[config.mk]
export PLATFORM = sky130hd
export DESIGN_NAME = exec_wr_scoreboard
export DESIGN_NICKNAME = d
export VERILOG_FILES = /design/src/rtl/exec_wr_scoreboard.sv
export SDC_FILE = /design/constraint.sdc
export NUM_CORES = 1
export LEC_CHECK = 0
export ABC_AREA = 1
export ABC_CLOCK_PERIOD_IN_PS = 4800
export CORE_AREA = 2 2 192 194
export DETAILED_ROUTE_END_ITERATION = 10
export DIE_AREA = 0 0 194 196
export PLACE_DENSITY = 0.64
export SLEW_MARGIN = 10
export SYNTH_ARGS = -nofsm -noshare
export SYNTH_HDL_FRONTEND = slang
export SYNTH_SLANG_ARGS = --single-unit
[constraint.sdc]
create_clock -name clk -period 4.8 [get_ports clk]
set_input_delay 0.96 -clock clk [delete_from_list [all_inputs] [get_ports clk]]
set_output_delay 0.96 -clock clk [all_outputs]
set_load 0.1 [all_outputs]
[src/rtl/exec_wr_scoreboard.sv]
// In-order write scoreboard: compares captured EXEC memory writes against an expected FIFO
// filled by a golden model, with saturating counters and sticky error flags.
module exec_wr_scoreboard #(
  parameter int ADDR_WIDTH  = 12,
  parameter int DATA_WIDTH  = 12,
  parameter int DEPTH       = 8,
  parameter int TIMEOUT     = 64,
  parameter int WR_DATA_LAT = 1,
  parameter int CNT_WIDTH   = 16
) (
  input  logic                       clk,
  input  logic                       reset_n,
  input  logic                       exp_valid,
  input  logic [ADDR_WIDTH-1:0]      exp_addr,
  input  logic [DATA_WIDTH-1:0]      exp_data,
  output logic                       exp_ready,
  input  logic                       exec_wr_req,
  input  logic [ADDR_WIDTH-1:0]      exec_wr_addr,
  input  logic [DATA_WIDTH-1:0]      exec_wr_data,
  input  logic                       sticky_clr,
  output logic                       match,
  output logic                       mismatch,
  output logic [ADDR_WIDTH-1:0]      err_addr,
  output logic [DATA_WIDTH-1:0]      err_exp_data,
  output logic [DATA_WIDTH-1:0]      err_obs_data,
  output logic [CNT_WIDTH-1:0]       match_cnt,
  output logic [CNT_WIDTH-1:0]       mismatch_cnt,
  output logic                       overflow,
  output logic                       unexpected,
  output logic                       timeout,
  output logic [$clog2(DEPTH):0]     fifo_level
);

  localparam int PW    = $clog2(DEPTH);
  localparam int LW    = PW + 1;
  localparam int AGE_W = (TIMEOUT > 0) ? $clog2(TIMEOUT + 1) : 1;
  localparam logic [LW-1:0]    DEPTH_L = LW'(DEPTH);
  localparam logic [AGE_W-1:0] TO_VAL  = AGE_W'(TIMEOUT);

  logic [ADDR_WIDTH-1:0] addr_mem [DEPTH];
  logic [DATA_WIDTH-1:0] data_mem [DEPTH];

  logic [PW-1:0]         wr_ptr_q, rd_ptr_q;
  logic [LW-1:0]         level_q, level_d;
  logic [AGE_W-1:0]      age_q, age_d;
  logic                  cmp_valid_q;
  logic [ADDR_WIDTH-1:0] cmp_addr_q;
  logic [DATA_WIDTH-1:0] cmp_data_q;
  logic                  match_q, mismatch_q;
  logic [ADDR_WIDTH-1:0] err_addr_q, err_addr_d;
  logic [DATA_WIDTH-1:0] err_exp_q, err_exp_d, err_obs_q, err_obs_d;
  logic [CNT_WIDTH-1:0]  match_cnt_q, match_cnt_d, mismatch_cnt_q, mismatch_cnt_d;
  logic                  overflow_q, overflow_d, unexpected_q, unexpected_d;
  logic                  timeout_q, timeout_d;

  logic fifo_empty, pop, push, hit, match_ev, mismatch_ev, unexp_ev, ovf_ev, to_ev;

  // Capture pipeline: the compare stage holds one fully assembled write.
  generate
    if (WR_DATA_LAT == 0) begin : g_lat0
      always_ff @(posedge clk or negedge reset_n) begin
        if (!reset_n) begin
          cmp_valid_q <= 1'b0;
          cmp_addr_q  <= '0;
          cmp_data_q  <= '0;
        end else begin
          cmp_valid_q <= exec_wr_req;
          if (exec_wr_req) begin
            cmp_addr_q <= exec_wr_addr;
            cmp_data_q <= exec_wr_data;
          end
        end
      end
    end else begin : g_lat1
      logic                  cap_valid_q;
      logic [ADDR_WIDTH-1:0] cap_addr_q;
      always_ff @(posedge clk or negedge reset_n) begin
        if (!reset_n) begin
          cap_valid_q <= 1'b0;
          cap_addr_q  <= '0;
          cmp_valid_q <= 1'b0;
          cmp_addr_q  <= '0;
          cmp_data_q  <= '0;
        end else begin
          cap_valid_q <= exec_wr_req;
          if (exec_wr_req) cap_addr_q <= exec_wr_addr;
          cmp_valid_q <= cap_valid_q;
          if (cap_valid_q) begin
            cmp_addr_q <= cap_addr_q;
            cmp_data_q <= exec_wr_data;
          end
        end
      end
    end
  endgenerate

  assign fifo_empty  = (level_q == '0);
  assign pop         = cmp_valid_q && !fifo_empty;
  assign exp_ready   = (level_q < DEPTH_L) || pop;
  assign push        = exp_valid && exp_ready;
  assign ovf_ev      = exp_valid && !exp_ready;
  assign hit         = (addr_mem[rd_ptr_q] == cmp_addr_q) && (data_mem[rd_ptr_q] == cmp_data_q);
  assign match_ev    = pop && hit;
  assign mismatch_ev = pop && !hit;
  assign unexp_ev    = cmp_valid_q && fifo_empty;

  always_ff @(posedge clk) begin
    if (push) begin
      addr_mem[wr_ptr_q] <= exp_addr;
      data_mem[wr_ptr_q] <= exp_data;
    end
  end

  always_comb begin
    level_d = level_q;
    if (push && !pop)      level_d = level_q + LW'(1);
    else if (!push && pop) level_d = level_q - LW'(1);

    age_d = age_q;
    if (TIMEOUT == 0 || pop || fifo_empty) age_d = '0;
    else if (age_q != TO_VAL)              age_d = age_q + AGE_W'(1);
    to_ev = (TIMEOUT != 0) && (age_d == TO_VAL);

    // A flag-setting event in the same cycle as sticky_clr takes priority.
    overflow_d   = (overflow_q   && !sticky_clr) || ovf_ev;
    unexpected_d = (unexpected_q && !sticky_clr) || unexp_ev;
    timeout_d    = (timeout_q    && !sticky_clr) || to_ev;

    match_cnt_d = match_cnt_q;
    if (match_ev)        match_cnt_d = sticky_clr ? CNT_WIDTH'(1)
                                     : ((&match_cnt_q) ? match_cnt_q : match_cnt_q + CNT_WIDTH'(1));
    else if (sticky_clr) match_cnt_d = '0;

    mismatch_cnt_d = mismatch_cnt_q;
    if (mismatch_ev)     mismatch_cnt_d = sticky_clr ? CNT_WIDTH'(1)
                                        : ((&mismatch_cnt_q) ? mismatch_cnt_q : mismatch_cnt_q + CNT_WIDTH'(1));
    else if (sticky_clr) mismatch_cnt_d = '0;

    err_addr_d = err_addr_q;
    err_exp_d  = err_exp_q;
    err_obs_d  = err_obs_q;
    if (mismatch_ev) begin
      err_addr_d = cmp_addr_q;
      err_exp_d  = data_mem[rd_ptr_q];
      err_obs_d  = cmp_data_q;
    end else if (sticky_clr) begin
      err_addr_d = '0;
      err_exp_d  = '0;
      err_obs_d  = '0;
    end
  end

  always_ff @(posedge clk or negedge reset_n) begin
    if (!reset_n) begin
      wr_ptr_q       <= '0;
      rd_ptr_q       <= '0;
      level_q        <= '0;
      age_q          <= '0;
      match_q        <= 1'b0;
      mismatch_q     <= 1'b0;
      err_addr_q     <= '0;
      err_exp_q      <= '0;
      err_obs_q      <= '0;
      match_cnt_q    <= '0;
      mismatch_cnt_q <= '0;
      overflow_q     <= 1'b0;
      unexpected_q   <= 1'b0;
      timeout_q      <= 1'b0;
    end else begin
      if (push) wr_ptr_q <= wr_ptr_q + PW'(1);
      if (pop)  rd_ptr_q <= rd_ptr_q + PW'(1);
      level_q        <= level_d;
      age_q          <= age_d;
      match_q        <= match_ev;
      mismatch_q     <= mismatch_ev;
      err_addr_q     <= err_addr_d;
      err_exp_q      <= err_exp_d;
      err_obs_q      <= err_obs_d;
      match_cnt_q    <= match_cnt_d;
      mismatch_cnt_q <= mismatch_cnt_d;
      overflow_q     <= overflow_d;
      unexpected_q   <= unexpected_d;
      timeout_q      <= timeout_d;
    end
  end

  assign match        = match_q;
  assign mismatch     = mismatch_q;
  assign err_addr     = err_addr_q;
  assign err_exp_data = err_exp_q;
  assign err_obs_data = err_obs_q;
  assign match_cnt    = match_cnt_q;
  assign mismatch_cnt = mismatch_cnt_q;
  assign overflow     = overflow_q;
  assign unexpected   = unexpected_q;
  assign timeout      = timeout_q;
  assign fifo_level   = level_q;

endmodule

==> flow_summary_export.csv, run 1 <==
group,metric,value,unit
worst_hold_path,min_path_type,"reg2reg",
sta,slew_headroom,26.9,%
detailed_routing,via_per_inst,4.95,
logic_synthesis,synth_cell_types,38,
sta,tns,0,ns
worst_setup_path,cp.required,3.84,ns
placement,io_buffers,130,
power_and_ir_drop,ir_drop,0.307,mV
sta,period_minus_slack,4.23,ns
die,die_y,196,um
sta,tightest_slew,1.09,ns
sta,rsz0062_at_grt,"no",
power_and_ir_drop,seq_power_share,35.8,%
worst_hold_path,worst_hold_path.num_cells,2,
run,cap_violations,0,
detailed_routing,drtPass1Iterations,5,
clocking,h-tree-depth,2,
logic_synthesis,syn-num-nets,1532,
logic_synthesis,synth_common_cells,"459 x nand2_1, 195 x nand3_1, 192 x edfxtp_1",
cells_and_area,drive_above_1_share,5.82,%
clocking,clock_latency,0.51,ns
sta,finalHoldViolCount,0,
power_and_ir_drop,pwr-share-clk,27.3,%
clocking,cts_tree,"yes",
clocking,holdBufCountCts,0,
sta,slew_violations,0,
sta,setup_viol,0,
die,row_count,70,
detailed_routing,dr.first_iter.drc_count,839,
clocking,cts_buffers,34,
sta,finalCritPeriodShare,88.1,%
global_route,grt_pass1_vias,10104,
logic_synthesis,ys_async_sr_fraction,40.0,%
sta,holdWs,0.483,ns
logic_synthesis,synth_top_area_share,40.7,%
worst_setup_path,r2r_cells,18,
logic_synthesis,ys_ff_latch,320,
placement,place_ws,1.01,ns
worst_setup_path,critPathKind,"reg2out",
placement,numPlacedInstances,2021,
global_route,grt_pass1_wl,56.7,mm
clocking,cts_resized,0,
logic_synthesis,synth_area,14200,sq um
sta,clock.fmax,237,MHz
logic_synthesis,post-synth-top-count-cell,"nand2_1",
cells_and_area,area_growth,20.4,%
logic_synthesis,synth-main-ff-cell,"edfxtp_1",
clocking,root_buffer,"clkbuf_16",
logic_synthesis,synth_top_area_cell,"edfxtp_1",
die,design.core.area,36100,sq um
worst_setup_path,timing.critical_path.fanout_max,6,
logic_synthesis,syn-mean-instance-area,9.65,sq um
die,initial_core_util,39.3,%
cells_and_area,final_cells,2085,
die,dieWidth,194,um
global_route,track_usage,18.8,%
detailed_routing,drc,0,
detailed_routing,drt_wl_total,35.6,mm
clocking,cts_buffer_depth,3,
logic_synthesis,netlist_top_cells_area,"edfxtp_1 41%, dfrtp_1 23%, nand2_1 12%",
cells_and_area,num-fill-cells,3346,
worst_setup_path,cp.arrival,3.27,ns
outcome,status,"completed",
placement,dpl.hpwl,22.5,mm
die,dieArea,38000,sq um
detailed_routing,num_vias,10318,
logic_synthesis,ys_seq_area_share,63.3,%
power_and_ir_drop,sw_frac_of_total,40.1,%
power_and_ir_drop,switching_power,0.00392,W
power_and_ir_drop,power.density,573,nW/um^2
global_route,grt_remaining_overflow,0,
clocking,post_cts_buffers,0,
power_and_ir_drop,power.internal,0.00585,W
logic_synthesis,synth_edf_count,192,
placement,gp_congestion,0.886,
global_route,antenna_found_initial,3,
cells_and_area,nNetsFinal,1652,
clocking,cts.clk_slew.worst_paths,0.06,ns
sta,final.setup_skew,0.0210,ns
global_route,grt_max_degree,105,
logic_synthesis,yosysWarnings,0,
detailed_routing,detail-route-antenna-nets,0,
logic_synthesis,synthesis.instances,1469,
worst_setup_path,timing.critical_path.to_type,"output port",
power_and_ir_drop,p_leak,7.38,nW
worst_setup_path,startpoint_type,"register",
sta,fin_ws,0.572,ns
clocking,clock-sinks,320,
power_and_ir_drop,combinationalPowerShare,36.9,%
detailed_routing,wl_per_cell,17.1,um
die,pin_count,131,
==> power groups by stage <==
stage | Sequential, W | Combinational, W | Clock [W]
finish | 0.00350 | 0.00361 | 0.00266
global route | 0.00354 | 0.00396 | 0.00282
CTS | 0.00350 | 0.00362 | 0.00272
detailed placement | 0.00355 | 0.00360 | 0
global placement | 0.00354 | 0.00356 | 0
floorplan | 0.00432 | 0.00179 | 0
==> worst paths after layout <==
kind / from / endpoint / slack (ns)
min reg2reg: g_lat1.cap_addr_q[3] / cmp_addr_q[3] / 0.48
max in group asynchronous: reset_n / rd_ptr_q[0] / 3.21
min in group asynchronous: reset_n / match_cnt[10] / 0.56
max: fifo_level[0] / exp_ready / 0.57
max reg2reg: rd_ptr_q[0] / mismatch_cnt[13] / 1.33
min: g_lat1.cap_addr_q[3] / cmp_addr_q[3] / 0.48
==> flip-flops by register name (all words and copies together) (netlist names), 16 cells and up <==
name / flops
data_mem: 96
mismatch_cnt: 16
match_cnt: 16
addr_mem: 96
==> metal layers <==
metal / wire, um / up-vias / GRT usage [%]
met2: 16800 / 285 / 30.8
li1: - / 5040 / -
met1: 15900 / 4946 / 25.7
met3: 2170 / 45 / 3.56
met5: 10 / - / 0
met4: 743 / 2 / 5.08
==> critical path: stages, from the launching register on <==
cell             delay [ns]
dfrtp_1                0.45
nor4_1                 0.59
nor2_1                 0.31
inv_1                  0.30
nand2_1                0.11
clkdlybuf4s50_1        0.99
==> per-stage QoR <==
| stage | area, sq um | power, W | utilization [%] |
|---|---|---|---|
| 2_1_floorplan | 14200 | 0.00612 | - |
| 3_3_place_gp | 15900 | 0.00710 | 44.1 |
| 3_5_place_dp | 15900 | 0.00715 | 44.1 |
| 4_1_cts | 17000 | 0.00984 | 47.2 |
| 5_1_grt | 17000 | 0.0103 | 47.2 |
| 6_report | 17100 | 0.00977 | 47.3 |
==> cells by family after synthesis <==
family / Yosys count / share of synthesized area, %
simple gates: 776 / 23.1
mux: 12 / 0.954
xor+xnor: 22 / 1.36
fa+ha+maj: 10 / 0.936
flops: 320 / 63.3
buf+inv: 235 / 6.90
compound gates: 94 / 3.50
==> cells in the final DEF (no fill, tap or decap), drive strengths merged <==
cell,Yosys,routed
nor2,82,82
o21ai,79,79
o41ai,1,1
nor3,10,10
inv,172,173
ha,9,9
clkinv,1,6
nand4,14,14
a22oi,1,1
buf,48,17
edfxtp,192,192
dfrtp,128,128
a211oi,1,1
clkbuf,14,53
or2,1,1
xor2,18,18
a21oi,6,6
mux2,12,12
clkdlybuf4s50,0,129
nor3b,2,2
nand2,461,461
bufinv,0,3
o211ai,1,1
o22ai,2,2
nand3,196,196
nand3b,7,7
a22o,1,1
fa,1,1
xnor2,4,4
a21o,1,1
nor4,3,3
diode,0,2
a32o,1,1
==> area by class of cell <==
class / instances / area (sq um) / area share (%)
clock inverter: 9 / 115 / 0.675
multi-input combinational: 914 / 4270 / 25.0
tap: 468 / 586 / 3.43
clock buffer: 53 / 1020 / 5.96
sequential: 320 / 8970 / 52.6
inverter: 173 / 649 / 3.81
antenna: 2 / 5.00 / 0.0293
timing repair buffer: 146 / 1450 / 8.49
No activity file was read; power rests on OpenSTA's default activity.
==> run 2: changes to the inputs <==
CTS_CLUSTER_DIAMETER = 120   (was default)
==> results of run 2 <==
The final DEF is identical to that of run 1; final timing and power are the same.
==> run 3: changes to the inputs <==
GPL_TIMING_DRIVEN = 0   (was default)
==> run 3 against run 2 <==
Compared with the run above:
- global-route usage increased by 1.7 points
- final area up 2.0%
- hold slack worse by 0.099 ns
- sequential power about the same
- critical endpoint unchanged
- combinational power is 11% higher
- non-clock buffer count is 55 higher
- setup slack lost 0.11 ns
- critical path depth unchanged
- sequential share of layout area decreased by 1.0 points
- clock power shrank 6%
- maximum frequency decreased by 2.6%
- flip-flop and latch count unchanged
==> flow_summary_export.csv, run 3 (same netlist as run 1, synthesis figures left out) <==
group,metric,value,unit
power_and_ir_drop,switching_power,0.00419,W
die,initial_core_util,39.3,%
clocking,holdBufCountCts,0,
placement,placed_area,16300,sq um
sta,slew_headroom,30.9,%
sta,finalHoldViolCount,0,
cells_and_area,nNetsFinal,1708,
run,cap_violations,0,
detailed_routing,drt_wl_total,39.1,mm
clocking,cts_resized,0,
sta,slew_violations,0,
worst_setup_path,r2r_cells,15,
power_and_ir_drop,power.internal,0.00582,W
placement,io_buffers,130,
cells_and_area,area_growth,22.7,%
cells_and_area,final_common_cell,"nand2_1",
worst_setup_path,critPathLaunch,"fifo_level[0]",
clocking,cts_tree,"yes",
cells_and_area,final_cell_mix,"459 x nand2_1, 195 x nand3_1, 192 x edfxtp_1, 168 x inv_1, 129 x clkdlybuf4s50_1",
detailed_routing,detail-route-antenna-nets,0,
die,die_y,196,um
global_route,antenna_found_initial,0,
worst_setup_path,timing.critical_path.to_type,"output port",
worst_setup_path,cp.required,3.84,ns
clocking,clock-sinks,320,
cells_and_area,ff_latch_area,8970,sq um
sta,finalCritPeriodShare,90.5,%
detailed_routing,drc,0,
die,row_count,70,
cells_and_area,reg_top3,"addr_mem: 96 flops, data_mem: 96 flops",
clocking,h-tree-depth,2,
cells_and_area,num-fill-cells,3323,
worst_setup_path,r2r-end,"fifo_level[3]",
clocking,cts_buffer_depth,3,
worst_setup_path,cp.arrival,3.38,ns
worst_setup_path,crit_end,"exp_ready",
sta,setup_viol,0,
placement,gp_congestion,0.910,
die,design.core.area,36100,sq um
sta,period_minus_slack,4.34,ns
worst_setup_path,r2r_slack,1.29,ns
power_and_ir_drop,power.density,575,nW/um^2
cells_and_area,final_area,17400,sq um
sta,holdWs,0.384,ns
die,pin_count,131,
cells_and_area,multi_input_area,4280,sq um
cells_and_area,diodes,0,
worst_setup_path,startpoint_type,"register",
detailed_routing,wl_per_cell,18.3,um
global_route,grt_pass1_vias,10383,
detailed_routing,drtPass1Iterations,5,
sta,final.setup_skew,0.0164,ns
clocking,cts_buffers,35,
die,dieArea,38000,sq um
power_and_ir_drop,pwr-share-clk,25.0,%
global_route,track_usage,20.5,%
cells_and_area,drive_above_1_share,7.55,%
outcome,status,"completed",
cells_and_area,post-route-util,48.2,%
die,dieWidth,194,um
worst_hold_path,min_path_type,"in2async",
worst_setup_path,r2r-start,"fifo_level[0]",
power_and_ir_drop,combinationalPowerShare,40.0,%
sta,clock.fmax,230,MHz
clocking,root_buffer,"clkbuf_16",
clocking,cts.clk_slew.worst_paths,0.06,ns
power_and_ir_drop,sw_frac_of_total,41.8,%
worst_setup_path,timing.critical_path.fanout_max,6,
detailed_routing,dr.first_iter.drc_count,887,
placement,dpl.hpwl,27.6,mm
clocking,clock_latency,0.51,ns
sta,tightest_slew,1.03,ns
power_and_ir_drop,ir_drop,0.347,mV
global_route,grt_remaining_overflow,0,
clocking,post_cts_buffers,0,
detailed_routing,via_per_inst,5.02,
global_route,grt_pass1_wl,60.1,mm
global_route,grt_max_degree,83,
detailed_routing,num_vias,10722,
sta,rsz0062_at_grt,"no",
power_and_ir_drop,p_leak,7.55,nW
worst_setup_path,critPathKind,"reg2out",
power_and_ir_drop,seq_power_share,35.0,%
[run 3: cell count changes in the layout (fill, tap and decap cells not counted), sizes merged]
| cell | previous run | this run |
|---|---|---|
| bufinv | 3 | 0 |
| diode | 2 | 0 |
| clkbuf | 53 | 65 |
| clkinv | 6 | 9 |
| inv | 173 | 172 |
| buf | 17 | 58 |
| clkinvlp | 0 | 1 |
[run 3: metal layers]
layer | track usage, % | up-vias | wire, um
met5 | 0 | - | 0
met4 | 6.48 | 0 | 1050
met3 | 3.20 | 72 | 2830
met2 | 34.7 | 406 | 18900
met1 | 27.2 | 5084 | 16300
li1 | - | 5160 | -
[run 3: worst min-delay path by stage]
stage | start | endpoint | slack, ns | cells past startpoint
final | reset_n | age_q[4] | 0.38 | 1
after CTS | reset_n | age_q[4] | 0.39 | 1
after global routing | reset_n | age_q[4] | 0.41 | 1
after global placement | g_lat1.cap_valid_q | cmp_valid_q | 0.42 | 0
after detailed placement | g_lat1.cap_valid_q | cmp_valid_q | 0.43 | 0
after floorplan | g_lat1.cap_valid_q | cmp_valid_q | 0.39 | 0
[run 3: stage by stage]
step                      cells  worst slack, ns  setup TNS (ns)  total power, W
final                      2136            0.457               0          0.0100
after global routing       2136            0.277               0          0.0105
after CTS                  2136            0.308               0          0.0100
after detailed placement   2076            0.847               0         0.00752
after global placement     2067            -2.46         -312.59         0.00738
after floorplan            1469            0.484               0         0.00612
[run 3: cell type report]
cell class                 count  area share, %
clock inverter                 9          0.230
clock buffer                  51           5.80
multi-input combinational    914           24.6
timing repair buffer         139           8.78
tap                          468           3.37
buffer                        62           1.89
sequential                   320           51.6
inverter                     173           3.73
[run 3: critical path: stages, from the launching register on]
cell	delay, ns
dfrtp_1	0.45
nor4_1	0.76
nor2_1	0.30
inv_1	0.28
nand2_1	0.10
clkdlybuf4s50_1	0.98
[run 3: power by group through the flow]
stage	registers, W	clock network, W	logic (W)
floorplan	0.00432	0	0.00179
global placement	0.00356	0	0.00382
detailed placement	0.00355	0	0.00397
CTS	0.00350	0.00253	0.00399
global route	0.00354	0.00264	0.00432
finish	0.00350	0.00250	0.00401
